File: config.mk
export PLATFORM = sky130hd
export DESIGN_NAME = iua_capture_ctrl
export DESIGN_NICKNAME = d
export VERILOG_FILES = /design/src/rtl/iua_capture_ctrl.sv
export SDC_FILE = /design/constraint.sdc
export NUM_CORES = 1
export LEC_CHECK = 0
export CORE_MARGIN = 2
export CORE_UTILIZATION = 36
export DETAILED_ROUTE_END_ITERATION = 10
export PLACE_DENSITY_LB_ADDON = 0.1
export SLEW_MARGIN = 20
export SYNTH_ARGS = -nofsm -noshare
export SYNTH_HDL_FRONTEND = slang
export SYNTH_SLANG_ARGS = --single-unit
File: constraint.sdc
create_clock -name clk -period 8.3 [get_ports clk]
set_input_delay 0.83 -clock clk [delete_from_list [all_inputs] [get_ports clk]]
set_output_delay 0.83 -clock clk [all_outputs]
set_load 0.02 [all_outputs]
File: src/rtl/iua_capture_ctrl.sv
// ---------------------------------------------------------------------------
// iua_capture_ctrl
// Capture controller sitting between an RLE compression core and a
// downstream 32-bit FIFO. It holds the core in reset while idle, packs the
// core's 1..4 byte output beats into 32-bit words, drains the core pipeline
// after a stop command, flushes any partial word, and stops early on a
// word limit or on FIFO overflow.
//
// Ports
//   clk, rst            clock, synchronous active-high reset
//   cmd_start/cmd_stop  single-cycle command pulses
//   cfg_limit[15:0]     words per capture (0 = unlimited), latched on start
//   core_rst            reset to the RLE core (high while idle)
//   in_data/in_width/in_valid  core output beat, in_width+1 bytes, LSB first
//   fifo_data/fifo_we/fifo_full  FIFO write port
//   busy, overflow, word_count, done  status
// ---------------------------------------------------------------------------
module iua_capture_ctrl (
  input  logic        clk,
  input  logic        rst,
  input  logic        cmd_start,
  input  logic        cmd_stop,
  input  logic [15:0] cfg_limit,
  output logic        core_rst,
  input  logic [31:0] in_data,
  input  logic [1:0]  in_width,
  input  logic        in_valid,
  output logic [31:0] fifo_data,
  output logic        fifo_we,
  input  logic        fifo_full,
  output logic        busy,
  output logic        overflow,
  output logic [15:0] word_count,
  output logic        done
);

  typedef enum logic [2:0] {IDLE, RUN, DRAIN, FLUSH, FINISH} stateT;

  stateT       r_state;
  logic        r_coreRst;
  logic        r_busy;
  logic        r_done;
  logic        r_overflow;
  logic        r_fifoWe;
  logic [31:0] r_fifoData;
  logic [15:0] r_wordCount;
  logic [15:0] r_limit;
  logic [1:0]  r_drainCnt;
  logic [23:0] r_resData;
  logic [1:0]  r_resCnt;

  stateT       w_nextState;
  logic        w_active;
  logic [31:0] w_newBytes;
  logic [55:0] w_combined;
  logic [2:0]  w_total;
  logic        w_packDue;
  logic        w_flushDue;
  logic        w_wordDue;
  logic [31:0] w_wordValue;
  logic        w_overflowEvt;
  logic        w_write;
  logic [15:0] w_countNext;
  logic        w_limitHit;

  // Packer datapath. New bytes above in_width are masked off so residual
  // upper bytes always stay zero, which lets the flush word be sent as-is.
  always_comb begin
    w_active = (r_state == RUN) || (r_state == DRAIN);
    case (in_width)
      2'd0:    w_newBytes = {24'h0, in_data[7:0]};
      2'd1:    w_newBytes = {16'h0, in_data[15:0]};
      2'd2:    w_newBytes = {8'h0, in_data[23:0]};
      default: w_newBytes = in_data;
    endcase
    w_combined  = ({24'h0, w_newBytes} << {r_resCnt, 3'b000}) | {32'h0, r_resData};
    w_total     = {1'b0, r_resCnt} + {1'b0, in_width} + 3'd1;
    w_packDue   = w_active && in_valid && w_total[2];
    w_flushDue  = (r_state == FLUSH) && (r_resCnt != 2'd0);
    w_wordDue   = w_packDue || w_flushDue;
    w_wordValue = w_flushDue ? {8'h00, r_resData} : w_combined[31:0];
    w_overflowEvt = w_wordDue && fifo_full;
    w_write     = w_wordDue && !fifo_full;
    w_countNext = (r_wordCount == 16'hFFFF) ? r_wordCount : r_wordCount + 16'd1;
    w_limitHit  = w_write && (r_limit != 16'd0) && (w_countNext == r_limit);
  end

  // Next-state decode. Limit and overflow take priority over cmd_stop.
  always_comb begin
    w_nextState = r_state;
    case (r_state)
      IDLE:   if (cmd_start) w_nextState = RUN;
      RUN: begin
        if (w_overflowEvt || w_limitHit) w_nextState = FINISH;
        else if (cmd_stop)               w_nextState = DRAIN;
      end
      DRAIN: begin
        if (w_overflowEvt || w_limitHit) w_nextState = FINISH;
        else if (r_drainCnt == 2'd2)     w_nextState = FLUSH;
      end
      FLUSH:  w_nextState = FINISH;
      FINISH: w_nextState = IDLE;
      default: w_nextState = IDLE;
    endcase
  end

  // All state and registered outputs. Status outputs are decoded from the
  // next state so they line up with the state register.
  always_ff @(posedge clk) begin
    if (rst) begin
      r_state     <= IDLE;
      r_coreRst   <= 1'b1;
      r_busy      <= 1'b0;
      r_done      <= 1'b0;
      r_overflow  <= 1'b0;
      r_fifoWe    <= 1'b0;
      r_fifoData  <= 32'h0;
      r_wordCount <= 16'h0;
      r_limit     <= 16'h0;
      r_drainCnt  <= 2'd0;
      r_resData   <= 24'h0;
      r_resCnt    <= 2'd0;
    end else begin
      r_state   <= w_nextState;
      r_busy    <= (w_nextState != IDLE);
      r_done    <= (w_nextState == FINISH);
      r_coreRst <= (w_nextState == IDLE);
      r_fifoWe  <= w_write;
      if (w_write) begin
        r_fifoData  <= w_wordValue;
        r_wordCount <= w_countNext;
      end
      if (w_overflowEvt) r_overflow <= 1'b1;
      r_drainCnt <= (r_state == DRAIN) ? r_drainCnt + 2'd1 : 2'd0;

      // Residual bytes: cleared on start and whenever a capture ends early
      // or flushes; otherwise the leftover after word extraction is kept.
      if ((r_state == IDLE) && cmd_start) begin
        r_overflow  <= 1'b0;
        r_wordCount <= 16'h0;
        r_limit     <= cfg_limit;
        r_resData   <= 24'h0;
        r_resCnt    <= 2'd0;
      end else if (w_overflowEvt || w_limitHit || (r_state == FLUSH)) begin
        r_resData <= 24'h0;
        r_resCnt  <= 2'd0;
      end else if (w_active && in_valid) begin
        r_resData <= w_total[2] ? w_combined[55:32] : w_combined[23:0];
        r_resCnt  <= w_total[1:0];
      end
    end
  end

  assign core_rst   = r_coreRst;
  assign busy       = r_busy;
  assign done       = r_done;
  assign overflow   = r_overflow;
  assign fifo_we    = r_fifoWe;
  assign fifo_data  = r_fifoData;
  assign word_count = r_wordCount;

endmodule

==> summary.md, run 1 <==
| Metric | Value |
|---|---|
| Max VDD drop | `0.0929 mV` |
| Hold depth | `1` |
| Crit path DAT | `4.66 ns` |
| Clock Sinks | `100` |
| Post-synthesis cell area | `about 5400 um2` |
| Seq cells post-synth | `100` |
| Ant diodes | `0` |
| Ports | `between 100 and 150` |
| First-pass GRT wire length | `approximately 27000 um` |
| PD cells | `166 nW/um2` |
| Status | `completed` |
| Syn_area_per_cell | `7.81 um2` |
| Max Clock Freq | `approximately 0.23 GHz` |
| Yosys top cell by area | `dfxtp_1` |
| Max-slew violation count | `0` |
| Synth cell types | `61` |
| Worst-margin pin slew | `1.02 ns` |
| Clk slew on worst S/H paths | `0.07 ns` |
| Post-synth top area share | `36.8%` |
| Total GRT Usage | `about a fifth` |
| Largest net degree at the start of global routing | `55` |
| Hold Vio Cnt, Final | `0` |
| Layout Nets | `828` |
| # setup viols final | `0` |
| Post-Route WL | `~18000 um` |
| Die height | `127 um` |
| Post-Route Skew | `0.0103 ns` |
| Max-Slew Margin vs Limit | `31.9%` |
| # fillers | `1457` |
| DRT Pass-1 Iters | `6` |
| FF-to-FF setup slack | `4.43 ns` |
| # DRC | `0` |
| Period utilization | `between 50% and 60%` |
| R2R depth | `12` |
| Vias in the first global route | `5007` |
| Synth area leaders | `dfxtp_1 37%, nor2_1 6.8%, a21oi_1 6.0%` |
| HPWL after detailed placement | `13100 um` |
| Critical path launch point type | `primary input` |
| Via total after detailed routing | `5513` |
| Register area share after synthesis | `36.8%` |
| Maxcap violations | `0` |
| Dpl cells | `941` |
| Register area | `2000 um2` |
| Pre-CTS WS | `3.20 ns` |
| Setup Buffers After CTS | `0` |
| Cts-stage hold buffer count | `0` |
| Critical Path Sink Type | `flip-flop` |
| EDFF count, synth | `0` |
| Routed Antenna Nets | `0` |
| Cell Count, Final, Fillers Out | `957` |
| Clk Latency, worst-skew pair | `0.35 ns` |
| Worst R2R End | `r_resData[0]` |
| CP Max Fanout | `26` |
| Min cycle time layout | `4.44 ns` |
| Port Buffers | `108` |
| CTS root buf | `clkbuf_16` |
| Layout cells sized above 1 | `under 10%` |
| Grt ovf | `0` |
| Wire per inst | `18.3 um` |
| Leakage Power | `2.38 nW` |
| H-tree Lvls | `3` |
| Synth-to-Final Area Change | `26.7%` |
| Critical path type | `primary input to flip-flop` |
| FFs w/ async S/R, synth | `0%` |
| Min-Delay Path Class | `flip-flop to flip-flop` |
| Core Area | `14600 um2` |
| Most numerous cell in the Yosys netlist | `dfxtp_1` |
| Post-route setup slack | `3.86 ns` |
| Die width | `127 um` |
| Yosys warns | `0` |
| WP data required | `between 8 and 9 ns` |
| Number of cells produced by synthesis | `697` |
| CTS tree | `yes` |
| Vias per Instance | `5.76` |
| Synth Flop Type | `dfxtp_1` |
| Initial core utilization | `37.2%` |
| Mapped Nets | `757` |
| Rows | `44` |
| Worst r2r src | `r_resCnt[0]` |
| Unrepaired setup endpoints after global routing | `no` |
| Routability Congestion | `0.951` |
| CTS-repair resized insts | `0` |
| Top cell types by occurrence after synthesis | `100 x dfxtp_1, 98 x nor2_1, 76 x nand2_1` |
| Num CTS Buffers | `9` |
| Initial antenna violation count | `0` |
| Total power | `approximately 1.1 mW` |
| Clk buf depth | `2` |
| Multi-input gate area | `around 3200 um2` |
| Hold path endpoint | `r_drainCnt[0]` |
| TNS Setup | `0 ns` |
| Detailed Route Iter0 Violations | `518` |
| Die Area | `16100 um2` |
| Hold Path Origin | `r_drainCnt[0]` |
-- worst max-delay path by stage --
| stage | slack (ns) | end | cells after the start | start |
|---|---|---|---|---|
| floorplan | 5.16 | busy | 12 | in_width[0] |
| global placement | 3.36 | r_resCnt[0] | 9 | in_width[1] |
| detailed placement | 3.20 | r_resCnt[0] | 9 | in_width[1] |
| CTS | 3.59 | r_resCnt[0] | 9 | in_width[1] |
| global route | 3.56 | r_resCnt[0] | 9 | in_width[1] |
| finish | 3.86 | r_resData[0] | 9 | in_width[1] |
-- worst max-delay path, stage by stage --
cell             delay (ns)
clkdlybuf4s50_1        1.01
fa_1                   0.87
o211ai_4               0.44
a21oi_4                0.27
o211ai_1               0.10
nor4_1                 0.30
o2111ai_2              0.31
nand2_4                0.41
nor3_1                 0.11
-- routing by layer --
metal | up-vias | routed length [um] | track usage [%]
li1 | 2668 | - | -
met1 | 2589 | 7790 | 27.8
met2 | 223 | 8210 | 34.9
met3 | 33 | 1160 | 4.19
met4 | 0 | 357 | 7.24
met5 | - | 0 | 0
-- final cells by class --
cell class              instances  share of cell area [%]
inverters                       9                   0.490
repair buffers                113                    16.2
well taps                     184                    3.34
flip-flops and latches        100                    29.0
multi-input cells             535                    46.4
clock inverters                 7                    1.32
clock buffers                   9                    3.26
-- registers in the layout (all words and copies together), names as in the netlist --
signal / cells
fifo_data: 32
r_resData: 24
r_limit: 16
word_count: 16
r_state: 3
r_drainCnt: 2
r_resCnt: 2
busy: 1
core_rst: 1
done: 1
fifo_we: 1
overflow: 1
-- layout by cell type (no fill, tap or decap), drive strengths merged, types with 3 or more instances in the layout --
| master | instances |
|---|---|
| nand2 | 77 |
| clkdlybuf4s50 | 108 |
| or2 | 4 |
| o211ai | 5 |
| inv | 12 |
| xnor2 | 21 |
| nor4 | 10 |
| nor3 | 36 |
| xor2 | 7 |
| a21o | 9 |
| nand4 | 10 |
| o21ai | 30 |
| o21a | 10 |
| a221oi | 9 |
| nor2 | 98 |
| a22oi | 9 |
| a211oi | 21 |
| and4 | 4 |
| nand2b | 4 |
| a21oi | 66 |
| a311oi | 3 |
| and2 | 3 |
| mux2i | 4 |
| dfxtp | 100 |
| nor2b | 3 |
| a31oi | 6 |
| o22ai | 24 |
| ha | 3 |
| a22o | 16 |
| buf | 5 |
| clkbuf | 9 |
| nand3 | 25 |
-- power by group --
group          switching [mW]  internal, mW
combinational           0.112        0.0783
sequential             0.0142         0.495
clock                   0.202         0.242
-- metrics by stage --
stage	instance area [um2]	hold WS, ns	utilization, %
after floorplan	5450	0.391	-
after global placement	6580	0.401	44.9
after detailed placement	6580	0.402	44.9
after CTS	6890	0.418	47.1
after global routing	6900	0.442	47.1
final	6900	0.420	47.1
-- cell families (layout without fill, tap and decap cells) --
| kind of cell | count (synthesis) | in the layout | synth area share [%] |
|---|---|---|---|
| AO/OA/AOI/OAI | 215 | 215 | 26.1 |
| XOR/XNOR | 28 | 28 | 4.50 |
| adder cells (fa/ha/maj) | 4 | 4 | 1.06 |
| buffers and inverters | 62 | 138 | 4.78 |
| flip-flops | 100 | 100 | 36.8 |
| multiplexers | 4 | 4 | 0.735 |
| AND/OR/NAND/NOR | 284 | 284 | 26.0 |
Note: power is estimated with default switching activity, not from simulation.
==> run 2, diff against run 1 <==
clock period = 4.45 ns   (was 8.3 ns; I/O delays follow)
==> run 2 against run 1 <==
Sequential share of layout area down 0.10 points. Register-to-register slack worse by 3.3 ns. First-iteration DRC count down 8.7%. Non-clock buffer count up 4. Global-route usage up 0.81 points. Count of clock-buffer cells in the layout up 1. Highest routed layer unchanged. Critical path depth up 1. Die area unchanged. Worst hold slack worse by 0.0076 ns. Clock skew down 0.0041 ns. Largest power group unchanged. Combinational power up 87%.
==> summary.md, run 2 (same netlist as run 1, synthesis figures left out) <==
| Metric | Value |
|---|---|
| Status | `completed` |
| Initial core utilization | `37.2% (unchanged)` |
| Clk slew on worst S/H paths | `0.07 ns (about the same)` |
| Unrepaired setup endpoints after global routing | `no` |
| Wire per inst | `18.3 um (-0.12%)` |
| Detailed Route Iter0 Violations | `473 (-8.7%)` |
| Leakage Power | `2.41 nW (+0.96%)` |
| Setup Buffers After CTS | `0 (unchanged)` |
| Clock power share | `38.5% (-0.3 points)` |
| Cell Count, Final, Fillers Out | `961 (+0.42%)` |
| Critical path type | `flip-flop to flip-flop` |
| Maxcap violations | `0 (unchanged)` |
| # DRC | `0 (unchanged)` |
| Post-Route Skew | `0.00618 ns (-0.00409 ns)` |
| Largest net degree at the start of global routing | `51 (-7.3%)` |
| Max-slew violation count | `0 (unchanged)` |
| First-pass GRT wire length | `28200 um (+5.0%)` |
| Max reg flops | `32 (unchanged)` |
| HPWL after detailed placement | `13200 um (+0.61%)` |
| Clk buf depth | `2 (unchanged)` |
| Initial antenna violation count | `0 (unchanged)` |
| Most frequent cells in the layout | `108 x clkdlybuf4s50_1, 100 x dfxtp_1, 97 x nor2_1` |
| Hold Path Origin | `r_drainCnt[0]` |
| Min-Delay Path Class | `flip-flop to flip-flop` |
| Via total after detailed routing | `5469 (-0.80%)` |
| Worst-margin pin slew | `1.00 ns (-0.0176 ns)` |
| FF-to-FF setup slack | `1.10 ns (-3.33 ns)` |
| Met3 Usage GRT | `4.23% (+0.042 points)` |
| CTS tree | `yes` |
| # setup viols final | `0 (unchanged)` |
| Switching Fraction | `28.1% (-0.56 points)` |
| Crit path DAT | `3.59 ns (-1.07 ns)` |
| Layout cells sized above 1 | `7.34% (+0.61 points)` |
| Clock Sinks | `100 (unchanged)` |
| Core Area | `14600 um2 (unchanged)` |
| R2R depth | `10 (-2)` |
| Critical path launch point type | `flip-flop` |
| Routability Congestion | `0.954 (+0.28%)` |
| Die Area | `16100 um2 (unchanged)` |
| Vias per Instance | `5.69 (-1.2%)` |
| Ports | `109 (unchanged)` |
| Max VDD drop | `0.187 mV (+100%)` |
| H-tree Lvls | `3 (unchanged)` |
| DP Area | `6610 um2 (+0.46%)` |
| Ant diodes | `0 (unchanged)` |
| Die height | `127 um (unchanged)` |
| Pre-CTS WS | `0.810 ns (-2.39 ns)` |
| Period utilization | `75.4%` |
| Dpl cells | `945 (+0.43%)` |
| Total power | `2.13 mW (+86%)` |
| Hold depth | `1 (unchanged)` |
| Routed Antenna Nets | `0 (unchanged)` |
| Most Crowded Layer GR | `met2` |
| Total GRT Usage | `21.9% (+0.81 points)` |
| Port Buffers | `108 (unchanged)` |
| Hold Vio Cnt, Final | `0 (unchanged)` |
| GRT met1 Usage | `28.4% (+0.63 points)` |
| Min cycle time layout | `3.35 ns` |
| CTS-repair resized insts | `0 (unchanged)` |
| Met2 Use GR | `36.3% (+1.5 points)` |
| Gate power share | `16.7% (about the same)` |
| CP Max Fanout | `26 (unchanged)` |
| Layout Nets | `832 (+0.48%)` |
| CTS root buf | `clkbuf_16` |
| Post-Route WL | `17600 um (+0.30%)` |
| Finished Cell Area | `6930 um2 (+0.36%)` |
| Synth-to-Final Area Change | `27.2%` |
| Hold path endpoint | `r_drainCnt[0]` |
| Max Clock Freq | `0.298 GHz` |
| Post-route setup slack | `1.10 ns (-2.77 ns)` |
| Int Power | `1.53 mW (+88%)` |
| Commonest non-fill, non-tap cell in the layout | `clkdlybuf4s50_1` |
| Sequential share of power | `44.7% (about the same)` |
| Vias in the first global route | `5366 (+7.2%)` |
| Smallest hold slack | `0.413 ns (-0.00764 ns)` |
| PD cells | `307 nW/um2 (+85%)` |
| Critical Path Sink Type | `flip-flop` |
| Max-Slew Margin vs Limit | `33.1% (+1.2 points)` |
| WP data required | `4.69 ns (-3.83 ns)` |
| Grt ovf | `0 (unchanged)` |
| DRT Pass-1 Iters | `5 (-1)` |
| TNS Setup | `0 ns (unchanged)` |
| Switching pwr | `0.598 mW (+82%)` |
| Die width | `127 um (unchanged)` |
| Clk Latency, worst-skew pair | `0.36 ns (about the same)` |
| Cts-stage hold buffer count | `0 (unchanged)` |
| Worst R2R End | `r_resData[4]` |
| Utilization after layout | `47.3% (+0.17 points)` |
| Rows | `44 (unchanged)` |
| Num CTS Buffers | `9 (unchanged)` |
| Worst r2r src | `word_count[0]` |
-- run 2: worst max-delay path by stage --
stage | startpoint | to | slack, ns
finish | word_count[0] | r_resData[4] | 1.10
global placement | in_width[0] | r_resCnt[0] | 0.88
CTS | word_count[0] | r_resData[4] | 1.03
global route | word_count[0] | r_resData[2] | 0.78
detailed placement | in_width[0] | r_resData[4] | 0.81
floorplan | r_resCnt[0] | busy | 1.45
-- run 2: worst max-delay path: stages (launching register included) --
cell,delay [ns]
dfxtp_1,0.45
ha_1,0.30
nand3_1,0.20
nor4_4,0.28
buf_4,0.21
mux2i_1,0.32
xnor2_1,0.10
nor4_1,0.48
o2111ai_2,0.35
nand2_4,0.40
nor3_1,0.11
-- run 2: area by class of cell --
| type | count | area, um2 |
|---|---|---|
| Timing Repair Buffer | 117 | 1150 |
| Sequential cell | 100 | 2000 |
| Tap cell | 184 | 230 |
| Clock buffer | 10 | 239 |
| Fill cell | 1484 | 7720 |
| Clock inverter | 6 | 70.1 |
| Multi-Input combinational cell | 535 | 3200 |
| Inverter | 9 | 33.8 |
-- run 2: power groups by stage --
stage | registers (mW) | clock network, mW | logic [mW]
finish | 0.952 | 0.819 | 0.356
global route | 0.955 | 0.879 | 0.391
CTS | 0.951 | 0.841 | 0.355
detailed placement | 0.972 | 0 | 0.353
global placement | 0.971 | 0 | 0.349
floorplan | 0.973 | 0 | 0.206
-- run 2: routing by layer --
layer	wire length (um)	up-vias
met1	7620	2563
met3	1130	31
li1	-	2675
met5	0	-
met2	8410	200
met4	413	0
